===== src/rtl/mem_access_ctrl_if.sv =====
// Pipeline-side request/stall signals and data-memory handshake, grouped as one bundle.
interface mem_access_ctrl_if #(
    parameter int ADDR_W = 16,
    parameter int DATA_W = 16
);
    logic              mem_read;
    logic              mem_write;
    logic [ADDR_W-1:0] addr;
    logic [DATA_W-1:0] wdata;
    logic              stall;
    logic              done;
    logic              err;
    logic [DATA_W-1:0] rdata_out;
    logic              mem_en;
    logic              mem_wr;
    logic [ADDR_W-1:0] mem_addr;
    logic [DATA_W-1:0] mem_wdata;
    logic [DATA_W-1:0] mem_rdata;
    logic              mem_valid;

    modport master (
        input  mem_read, mem_write, addr, wdata, mem_rdata, mem_valid,
        output stall, done, err, rdata_out, mem_en, mem_wr, mem_addr, mem_wdata
    );

    modport slave (
        output mem_read, mem_write, addr, wdata, mem_rdata, mem_valid,
        input  stall, done, err, rdata_out, mem_en, mem_wr, mem_addr, mem_wdata
    );
endinterface


===== src/rtl/mem_access_ctrl.sv =====
// LW/SW memory-stage sequencer: IDLE->REQ->WAIT->DONE, stalls the pipeline until memory answers or TIMEOUT expires.
// Min latency 3 stall cycles, done in the 4th; MEM_ALIGN_CHECK_EN adds an odd-address error that bypasses memory.
module mem_access_ctrl #(
    parameter int ADDR_W  = 16,
    parameter int DATA_W  = 16,
    parameter int TIMEOUT = 16
) (
    input  logic             clk,
    input  logic             rst_n,
    mem_access_ctrl_if.master bus
);
    localparam logic [1:0] ST_IDLE = 2'd0;
    localparam logic [1:0] ST_REQ  = 2'd1;
    localparam logic [1:0] ST_WAIT = 2'd2;
    localparam logic [1:0] ST_DONE = 2'd3;

    localparam int               CNT_W    = $clog2(TIMEOUT + 1);
    localparam logic [CNT_W-1:0] CNT_LAST = CNT_W'(TIMEOUT - 1);
    localparam logic [CNT_W-1:0] CNT_MAX  = CNT_W'(TIMEOUT);

    logic [1:0]        state;
    logic [1:0]        state_nxt;
    logic [CNT_W-1:0]  cnt;
    logic              op_wr;
    logic              err_q;
    logic [ADDR_W-1:0] addr_q;
    logic [DATA_W-1:0] wdata_q;
    logic [DATA_W-1:0] rdata_q;
    logic              req;
    logic              misalign;

    assign req = bus.mem_read | bus.mem_write;

`ifdef MEM_ALIGN_CHECK_EN
    assign misalign = bus.addr[0];
`else
    assign misalign = 1'b0;
`endif

    always_comb begin
        state_nxt = state;
        case (state)
            ST_IDLE: begin
                if (req) begin
                    state_nxt = misalign ? ST_DONE : ST_REQ;
                end
            end
            ST_REQ:  state_nxt = ST_WAIT;
            ST_WAIT: begin
                if (bus.mem_valid || (cnt == CNT_LAST)) begin
                    state_nxt = ST_DONE;
                end
            end
            ST_DONE: state_nxt = ST_IDLE;
            default: state_nxt = ST_IDLE;
        endcase
    end

    always_ff @(posedge clk or negedge rst_n) begin
        if (!rst_n) begin
            state   <= ST_IDLE;
            cnt     <= '0;
            op_wr   <= 1'b0;
            err_q   <= 1'b0;
            addr_q  <= '0;
            wdata_q <= '0;
            rdata_q <= '0;
        end else begin
            state <= state_nxt;
            case (state)
                ST_IDLE: begin
                    if (req) begin
                        err_q <= misalign;
                        // A rejected odd address leaves the previous request registers intact.
                        if (!misalign) begin
                            addr_q  <= bus.addr;
                            wdata_q <= bus.wdata;
                            op_wr   <= bus.mem_write;
                        end
                    end
                end
                ST_REQ: cnt <= '0;
                ST_WAIT: begin
                    if (cnt != CNT_MAX) begin
                        cnt <= cnt + 1'b1;
                    end
                    if (bus.mem_valid) begin
                        err_q <= 1'b0;
                        if (!op_wr) begin
                            rdata_q <= bus.mem_rdata;
                        end
                    end else if (cnt == CNT_LAST) begin
                        err_q <= 1'b1;
                        if (!op_wr) begin
                            rdata_q <= '0;
                        end
                    end
                end
                default: ;
            endcase
        end
    end

    assign bus.stall     = ((state == ST_IDLE) && req) || (state == ST_REQ) || (state == ST_WAIT);
    assign bus.done      = (state == ST_DONE);
    assign bus.err       = (state == ST_DONE) && err_q;
    assign bus.mem_en    = (state == ST_REQ);
    assign bus.mem_wr    = (state == ST_REQ) && op_wr;
    assign bus.mem_addr  = addr_q;
    assign bus.mem_wdata = wdata_q;
    assign bus.rdata_out = rdata_q;
endmodule

===== src/flat_wrapper.sv =====
// flat-port wrapper written by rule: the top's interface ports become plain ports
module mem_access_ctrl_flat 
#(
    parameter int ADDR_W  = 16,
    parameter int DATA_W  = 16,
    parameter int TIMEOUT = 16
)
  (clk, rst_n, bus_mem_read, bus_mem_write, bus_addr, bus_wdata, bus_mem_rdata, bus_mem_valid, bus_stall, bus_done, bus_err, bus_rdata_out, bus_mem_en, bus_mem_wr, bus_mem_addr, bus_mem_wdata);
  mem_access_ctrl_if #(.ADDR_W(ADDR_W), .DATA_W(DATA_W)) bus_i ();
  input  logic clk;
  input  logic rst_n;
  input wire logic [$bits(bus_i.mem_read)-1:0] bus_mem_read;
  input wire logic [$bits(bus_i.mem_write)-1:0] bus_mem_write;
  input wire logic [$bits(bus_i.addr)-1:0] bus_addr;
  input wire logic [$bits(bus_i.wdata)-1:0] bus_wdata;
  input wire logic [$bits(bus_i.mem_rdata)-1:0] bus_mem_rdata;
  input wire logic [$bits(bus_i.mem_valid)-1:0] bus_mem_valid;
  output wire logic [$bits(bus_i.stall)-1:0] bus_stall;
  output wire logic [$bits(bus_i.done)-1:0] bus_done;
  output wire logic [$bits(bus_i.err)-1:0] bus_err;
  output wire logic [$bits(bus_i.rdata_out)-1:0] bus_rdata_out;
  output wire logic [$bits(bus_i.mem_en)-1:0] bus_mem_en;
  output wire logic [$bits(bus_i.mem_wr)-1:0] bus_mem_wr;
  output wire logic [$bits(bus_i.mem_addr)-1:0] bus_mem_addr;
  output wire logic [$bits(bus_i.mem_wdata)-1:0] bus_mem_wdata;
  assign bus_i.mem_read = bus_mem_read;
  assign bus_i.mem_write = bus_mem_write;
  assign bus_i.addr = bus_addr;
  assign bus_i.wdata = bus_wdata;
  assign bus_i.mem_rdata = bus_mem_rdata;
  assign bus_i.mem_valid = bus_mem_valid;
  assign bus_stall = bus_i.stall;
  assign bus_done = bus_i.done;
  assign bus_err = bus_i.err;
  assign bus_rdata_out = bus_i.rdata_out;
  assign bus_mem_en = bus_i.mem_en;
  assign bus_mem_wr = bus_i.mem_wr;
  assign bus_mem_addr = bus_i.mem_addr;
  assign bus_mem_wdata = bus_i.mem_wdata;
  mem_access_ctrl #(.ADDR_W(ADDR_W), .DATA_W(DATA_W), .TIMEOUT(TIMEOUT)) u_core (.clk(clk), .rst_n(rst_n), .bus(bus_i));
endmodule

===== config.mk =====
export PLATFORM = sky130hd
export DESIGN_NAME = mem_access_ctrl_flat
export DESIGN_NICKNAME = d
export VERILOG_FILES = /design/src/rtl/mem_access_ctrl_if.sv /design/src/rtl/mem_access_ctrl.sv /design/src/flat_wrapper.sv
export SDC_FILE = /design/constraint.sdc
export NUM_CORES = 1
export LEC_CHECK = 0
export ABC_AREA = 1
export CAP_MARGIN = 20
export CORE_ASPECT_RATIO = 1.4
export CORE_MARGIN = 4
export CORE_UTILIZATION = 39
export CTS_CLUSTER_DIAMETER = 100
export CTS_CLUSTER_SIZE = 12
export DETAILED_ROUTE_END_ITERATION = 10
export GPL_ROUTABILITY_DRIVEN = 0
export PLACE_DENSITY = 0.83
export SLEW_MARGIN = 20
export SYNTH_ARGS = -nofsm -noshare
export SYNTH_HDL_FRONTEND = slang
export SYNTH_SLANG_ARGS = --single-unit

===== constraint.sdc =====
create_clock -name clk -period 1.4 [get_ports clk]
set_input_delay 0.21 -clock clk [delete_from_list [all_inputs] [get_ports clk]]
set_output_delay 0.21 -clock clk [all_outputs]
set_load 0.02 [all_outputs]

---- Word level (Yosys, flattened, before mapping) ----
Cells that the tools add are included.
storage, ports and cells
  register bits ........................... 57
  input bits .............................. 53
  output and inout bits ................... 53
  logic and storage cells ................. 47
cells by class
  add/subtract/negate cells ............... 1
  eq/ne operators ......................... 9
  multiplexer cells ....................... 13
  bitwise logic cells ..................... 2
  reduce and logical (&&, ||, !) cells .... 15
operators by type and width
  kind                                                                     number
  16-bit 2-to-1 mux                                                        4
  5-bit one-hot mux with 2 select lines                                    1
  2-bit one-hot mux with 4 select lines                                    1
  2-bit by 1-bit inequality test with 1-bit output, second input constant  3
  2-bit AND reduction                                                      3
  3-bit AND reduction                                                      2
  2-bit nonzero test                                                       3
  5-bit by 1-bit adder with 5-bit output, second input constant            1
  5-bit by 4-bit equality test with 1-bit output, second input constant    1
  5-bit 2-to-1 mux                                                         1
  5-bit inequality test, second input constant                             1
  2-bit equality test, second input constant                               2
  2-bit 2-to-1 mux                                                         2
  1-bit logical AND                                                        3
  1-bit logical OR                                                         3
  1-bit 2-to-1 mux                                                         3
  3-bit by 2-bit inequality test with 1-bit output, second input constant  1
  2-bit by 1-bit equality test with 1-bit output, second input constant    1
  2-bit zero test                                                          1
  1-bit one-hot mux with 2 select lines                                    1
  1-bit NOT                                                                1
  1-bit bitwise OR                                                         1

---- Depth between registers and ports, before layout ----
Gate-level depths: netlist (run 1).
  depth in word-level cells ............... 4
  depth in mapped cells ................... 9
  mapped depth without buffers ............ 9

---- Least setup slack after synthesis (run 1) ----
OpenSTA, ideal clock, no wires.
  kind .................................... register -> register
  start point ............................. reg u_core.cnt[0]
  end point ............................... reg u_core.rdata_q[10] (netlist: u_core.bus.rdata_out[10])
  library setup time ...................... 127 ps
  data arrival time ....................... 1367 ps
  required time ........................... 1273 ps
  setup slack ............................. -94 ps
  cell stages (with the launch flop) ...... 9
  buffers on the path ..................... 1
  period minus slack after synthesis ...... 1494 ps
  path through ............................ dfrtp_1 -> ha_1 -> nand2_1 -> nor2_1 -> ha_1 -> nor2_4 -> nor3_4 -> buf_6 -> o21ai_0
on the way
  cells in the longest elaborated chain, start to end .. 3
ends and longest elaborated chain
  element                                         RTL line               text
  from (decl)                                     mem_access_ctrl.sv:23  logic [CNT_W-1:0] cnt;
  from (signal assigned)                          mem_access_ctrl.sv:85  cnt <= cnt + 1'b1;
  5-bit by 4-bit equality test with 1-bit output  mem_access_ctrl.sv:92  end else if (cnt == CNT_LAST) begin
  2-bit nonzero test (no line)                    n/a
  3-bit AND reduction (no line)                   n/a
  to (signal assigned)                            mem_access_ctrl.sv:90  rdata_q <= bus.mem_rdata;
  to (decl)                                       mem_access_ctrl.sv:28  logic [DATA_W-1:0] rdata_q;
No other way between the ends.
A chain may end at the register's enable or synchronous reset.

---- Worst setup path after layout (run 1) ----
  start point ............................. reg u_core.state[1]
  end point ............................... out bus_stall
on the way
  cells in the longest elaborated chain, start to end .. 4
  elaborated cells between the ends (all ways) .. 6
  those cells by class .................... 2 x eq/ne; 4 x reduce/logical
ends and longest elaborated chain
  element                 RTL line                text
  from (decl)             mem_access_ctrl.sv:21   logic [1:0] state;
  from (signal assigned)  mem_access_ctrl.sv:69   state <= state_nxt;
  2-bit zero test         mem_access_ctrl.sv:104  assign bus.stall = ((state == ST_IDLE) && req) || (state == ST_REQ) || (state == ST_WAIT);
  1-bit logical AND       mem_access_ctrl.sv:104
  1-bit logical OR        mem_access_ctrl.sv:104
  1-bit logical OR *      mem_access_ctrl.sv:104
  to (decl)               flat_wrapper.sv:18      output wire logic [$bits(bus_i.stall)-1:0] bus_stall;
Mark *: on every way between the ends. The rest lies on a longest branch, timed or not.

==> key figures, run 1 <==
Synth
  • Synth Register Bits: 57
  • Syn. warnings: 0
  • Top-area cell type share of the netlist area: 55.3%
  • Top post-synthesis cells by area: dfrtp_1, nand2_1, nand3_1, nand4_1, inv_1
  • Post-Syn Area: 0.00258 sq mm
  • Cells after Synth: 291
  • Sequential fraction of the synthesis area: 55.3%
  • Syn_nets: 352
  • Post-Syn Area per Cell: 8.86 sq um
  • Most common cell in the synthesized netlist: nand2_1
  • Synth top cells by count: nand2_1, dfrtp_1, nand3_1, inv_1, nand4_1
  • Library cells used by synthesis: 19
  • Async S/R FF share, synth: 100%
  • Number of synthesized flops with an enable pin: 0
  • Leading area contributor after synthesis: dfrtp_1
  • Synth Flop Type: dfrtp_1

Job
  • Max-cap violation count: 0

Power
  • PnR Total Power: 9.09 mW
  • Power per cell area: 2150 mW/mm^2
  • Leak Pwr: 2.15 nW
  • Max rail drop VDD: 1760 uV

Clock network
  • H-tree Lvls: 3
  • Clock Latency Late Sink: 340 ps
  • Clk pin slew, worst setup/hold paths: 70 ps
  • CTS tree: yes
  • Number of buffers created by CTS: 9
  • Max clock buf depth: 2
  • Clk sinks: 57
  • CTS Root Cell: clkbuf_8

Min path
  • Hold Crit Class: input pin to async pin

Setup path
  • Largest stage delay on the critical path: 460 ps
  • Crit path max-delay family: flip-flops
  • CP startpoint kind: flop
  • Critical-path cell list: inv_4 -> ha_4 -> nand2_2 -> nand2_2 -> buf_6
  • FF-to-FF End: u_core.bus.rdata_out[3]
  • Most used cell, CP: nand2_2
  • Reg2Reg Setup Slack: -70 ps
  • Slowest CP cell: dfrtp_2
  • Worst r2r path cells: 7
  • CP max FO: 3
  • CP Data Arrival Time: 1330 ps
  • Crit. End Element: output port
  • Crit Path Category: flop to output port
  • Reg-to-Reg Start: u_core.state[0]
  • Buf+Inv Stages, Crit Path: 2
  • Critical Path RT: 1190 ps

Drt
  • Total Wirelength: 7.10 mm
  • Pre-Repair DR Iteration Count: 4
  • DRT iter0 DRCs: 62
  • DRT antenna net count: 0
  • Via density: 4.98
  • Vias: 2,473
  • Wire per inst: 14.3 microns
  • # DRC: 0

Floorplanning
  • Ports: 106
  • Die Span Y: 104 microns
  • FP Rows: 34
  • Chip Width: 76.7 microns
  • Initial core utilization: 40.7%
  • Die area: 0.00800 sq mm
  • Total core area: 0.00634 sq mm

Outcome
  • Failing checks: setup timing
  • Outcome: complete, but fails checks

Timing
  • Rel. slew slack: 79.3%
  • Period utilisation layout: 110%
  • Setup TNS: -1330 ps
  • Unrepaired setup endpoints after global routing: true
  • Final hold vios: 0
  • Clock skew: 8.90 ps
  • Final WS setup: -140 ps
  • Final count of pins violating max slew: 0
  • Worst Tran Pin Value: 311 ps
  • Minimum clock period: 1540 ps
  • Fmax: 649 MHz
  • Finish-stage setup viols: 21

Global route
  • Largest net degree at the start of global routing: 58
  • Total gr overflow: 0
  • Global routing usage summed across all routing layers: 17.3%
  • First-pass GRT wire length: 11.2 mm
  • Initial antenna violation count: 0
  • Vias in the first global route: 2,437

Placement
  • Pre-CTS setup slack: -348 ps
  • Buffers on Ports: 105
  • Post-DP HPWL: 4.77 mm

Cells and area
  • Nets: 481
  • Ant diodes: 0
  • Fillers: 504
  • Area Overhead vs Synth: 64.0%
  • Layout cells sized above 1: 19.1%
[flip-flops by register name, summed over array words and instances (netlist names)]
| register | cells |
|---|---|
| u_core.bus.mem_addr | 16 |
| u_core.bus.rdata_out | 16 |
| u_core.cnt | 5 |
| u_core.state | 2 |
| u_core.op_wr | 1 |
| u_core.err_q | 1 |
| u_core.bus.mem_wdata | 16 |
[worst max path at each step]
stage | startpoint | endpoint | slack (ps) | cells after the start
CTS | u_core.state[0] | u_core.bus.rdata_out[0] | -160 | 7
finish | u_core.state[1] | bus_stall | -140 | 5
global placement | bus_mem_read | bus_stall | -320 | 6
detailed placement | bus_mem_read | bus_stall | -350 | 6
floorplan | u_core.cnt[0] | u_core.bus.rdata_out[10] | -80 | 8
global route | u_core.state[1] | bus_stall | -200 | 5
[placed cells by master (no fill, tap or decap), types with 3 or more instances in the layout]
cell             Yosys  layout
buf_12               0       4
buf_4                1      17
buf_6                3      10
clkbuf_8             0       9
clkdlybuf4s50_1      0      51
dfrtp_1             57      56
dlygate4sd2_1        0      48
ha_4                 0       5
inv_1               28      25
inv_2                2       3
nand2_1             87      78
nand2_2              2       8
nand2_4              0       3
nand3_1             44      42
nand4_1             19      19
nor2_4               2       4
o21ai_0             15      13
o21ai_1              3       4
[what timing repair did]
action / 4_1_cts / 5_1_grt
endpoints found under the setup margin: 77 / 61
cloned: 0 / 1
pin swaps: 3 / 10
hold endpoints to repair: 57 / 0
gates resized for setup: 90 / 35
setup buffers: 2 / 5
hold buffers: 1 / 0
[cell type report]
class                   instances  area [sq um]  area share (%)
multi-input cells             188          1070            25.4
clock buffers                  11           131            3.11
well taps                      72          90.1            2.13
clock inverters                 5          80.1            1.89
repair buffers                134          1310            30.9
flip-flops and latches         57          1430            33.8
inverters                      30           120            2.84
[cells by family (layout without fill, tap and decap cells)]
logic type / count (synthesis) / count (layout) / share of synthesized area [%]
simple gates: 162 / 162 / 29.2
flops: 57 / 57 / 55.3
buf+inv: 46 / 180 / 8.15
compound gates: 18 / 18 / 3.49
fa+ha+maj: 8 / 8 / 3.88
[power breakdown]
part / switching (mW) / internal, mW
Sequential: 0.388 / 2.35
Clock: 0.662 / 1.00
Combinational: 2.66 / 2.03
[metal layers]
layer | vias to the layer above | wire (microns) | global-route usage (%) | share of wire, %
met5 | - | 0 | 0 | 0
met4 | 0 | 159 | 8.03 | 2.2
met3 | 17 | 489 | 5.37 | 6.9
met2 | 89 | 3630 | 29.4 | 51
met1 | 1162 | 2810 | 19.6 | 40
li1 | 1205 | - | - | -
[through the flow]
step	instance area, sq um	util [%]	hold WS (ps)	instances
final	4230	66.7	393	497
after global routing	4230	66.7	422	497
after CTS	4040	63.7	412	491
after detailed placement	3800	59.9	241	472
after global placement	3800	59.9	232	472
after floorplan	2580	-	-85.6	291
[worst register-to-register path, delay by kind of cell (launching register included)]
family / cells / cell delay [ps]
simple gates: 1 / 200
compound gates: 1 / 80
flops: 1 / 410
fa+ha+maj: 1 / 170
buf+inv: 4 / 480
No activity file was read; power rests on OpenSTA's default activity.
==> run 2: changes to the inputs <==
--- a/config.mk
+++ b/config.mk
@@ -6,6 +6,7 @@
 export NUM_CORES = 1
 export LEC_CHECK = 0
 export ABC_AREA = 1
+export ABC_CLOCK_PERIOD_IN_PS = 1400
 export CAP_MARGIN = 20
 export CORE_ASPECT_RATIO = 1.4
 export CORE_MARGIN = 4
==> results of run 2 <==
The final DEF is identical to that of run 1; final timing and power are the same.
==> variant (flow settings as in run 2) <==
`ADDR_W` is set to 16 in 3 places; all go to 17.
--- a/src/rtl/mem_access_ctrl_if.sv
+++ b/src/rtl/mem_access_ctrl_if.sv
@@ -1,5 +1,5 @@
 // Pipeline-side request/stall signals and data-memory handshake, grouped as one bundle.
 interface mem_access_ctrl_if #(
-    parameter int ADDR_W = 16,
+    parameter int ADDR_W = 17,
     parameter int DATA_W = 16
 );
--- a/src/rtl/mem_access_ctrl.sv
+++ b/src/rtl/mem_access_ctrl.sv
@@ -2,5 +2,5 @@
 // Min latency 3 stall cycles, done in the 4th; MEM_ALIGN_CHECK_EN adds an odd-address error that bypasses memory.
 module mem_access_ctrl #(
-    parameter int ADDR_W  = 16,
+    parameter int ADDR_W  = 17,
     parameter int DATA_W  = 16,
     parameter int TIMEOUT = 16
--- a/src/flat_wrapper.sv
+++ b/src/flat_wrapper.sv
@@ -2,5 +2,5 @@
 module mem_access_ctrl_flat 
 #(
-    parameter int ADDR_W  = 16,
+    parameter int ADDR_W  = 17,
     parameter int DATA_W  = 16,
     parameter int TIMEOUT = 16
Interface: changed (resized bus_addr and bus_mem_addr); port bits go from 106 to 108. No check against the original RTL was run, so the function may have changed too.
==> variant against run 2 <==
- combinational power up 12%
- wire length up 2.3%
- the flow still finishes with violations (setup timing)
- clock skew hardly changed
- non-clock buffer count grew 11
- sequential cell count is 1 higher
- worst setup slack worse by 5.1 ps
- die area up 3.0%
- cell area rose by 6.7%
- synthesized area rose by 3.3%
- largest power group unchanged
- total power grew 12%
- count of clock-buffer cells in the layout is the same
==> variant: results (changes against run 2) <==
violations: "setup timing"
use_met2: 0.322  # +0.0287
dpl_cell_area_sq_mm: 0.00394  # +3.8%
grt_max_degree: 59  # +1.7%
grt_usage: 0.183  # +0.0102
cts_buffers: 9  # unchanged
fin_skew_ps: 8.47  # -0.432 ps
yosys.area_share.adder: 0.0376  # -0.00124
rrSetupSlack_ps: -140  # -70 ps
status: "finished, violations left"
fin_tns_setup_ps: -2640  # -1310 ps
cpPeakStageDelay_ps: 360  # -100 ps
crit_start: "u_core.cnt[0]"
fin_ws_ps: -145  # -5.10 ps
ys.warnings.count: 0  # unchanged
crit_fanout: 6  # +3
n_fill_cell: 531  # +5.4%
critPathCapture: "u_core.bus.rdata_out[1]"
cts_setup_buffers: 6  # +4
grt-ovfl-total: 0  # unchanged
cp_slowest_cell: "dfrtp_1"
vdd_ir_drop_max_v: 0.00114  # -35%
grt_pass1_vias: 2612  # +7.2%
pre_cts_ws_ps: -343  # +5.42 ps
r2r_cells: 10  # +3
via_per_inst: 4.66  # -6.3%
hpwl_mm: 4.77  # -0.11%
ctsResizeCount: 109  # +21%
final_core_util: 0.682  # +0.0151
dr_wl_met3_microns: 457  # -6.5%
p_leak_nw: 2.32  # +8.0%
portBuffers: 107  # +1.9%
post_drt_wl_per_cell_microns: 13.6  # -4.6%
wl_met2_mm: 3.89  # +6.9%
synthCells: 296  # +1.7%
synth.area.top_cells: "dfrtp_1 (54%), nand2_1 (17%), nand3_1 (8.6%), o21ai_2 (5.3%), ha_1 (3.8%)"
grtUsageMet1: 0.200  # +0.00447
critPathTopFamily: "simple AND/OR/NAND/NOR gates"
setup_viol: 24  # +14%
finalNonFillerCells: 533  # +7.2%
synthesis.nets: 358  # +1.7%
relSlewSlack: 0.787  # -0.00545
ys_top_cells_by_count: "nand2_1 (118), dfrtp_1 (58), nand3_1 (46)"
wl_met1_mm: 2.82  # about the same
synth-compound-area-share: 0.0564  # +0.0214
synth_seq_area_share: 0.545  # -0.00827
fin_nets: 498  # +3.5%
whs_ps: 418  # +25.4 ps
initialDrtViolationCount: 117  # +89%
variant: changes by cell type in the layout (fill, tap and decap cells not counted), moves of 12 or more:
cell and delta:
nand2_2 +12, nand4_1 -18, nand2_1 +20, o21ai_2 +16, o21ai_0 -12, inv_1 -18
variant: layout make-up:
| cell class | count | area share |
|---|---|---|
| repair buffers | 145 | 0.310 |
| flip-flops and latches | 58 | 0.322 |
| multi-input cells | 210 | 0.271 |
| well taps | 92 | 0.0255 |
| inverters | 12 | 0.0116 |
| clock inverters | 5 | 0.0277 |
| clock buffers | 11 | 0.0313 |
variant: report_power, final:
group / switching (mW) / internal (mW)
clock: 0.657 / 1.41
combinational: 2.88 / 2.39
sequential: 0.436 / 2.41
total: 3.97 / 6.21
variant: worst reg2reg max path, delay by kind of cell, from the launching register on:
| kind | cells | cell delay (ps) |
|---|---|---|
| buffers and inverters | 1 | 160 |
| DFF | 1 | 360 |
| adders and majority gates | 2 | 410 |
| AOI/OAI and AO/OA | 1 | 50 |
| and+or+nand+nor | 6 | 450 |
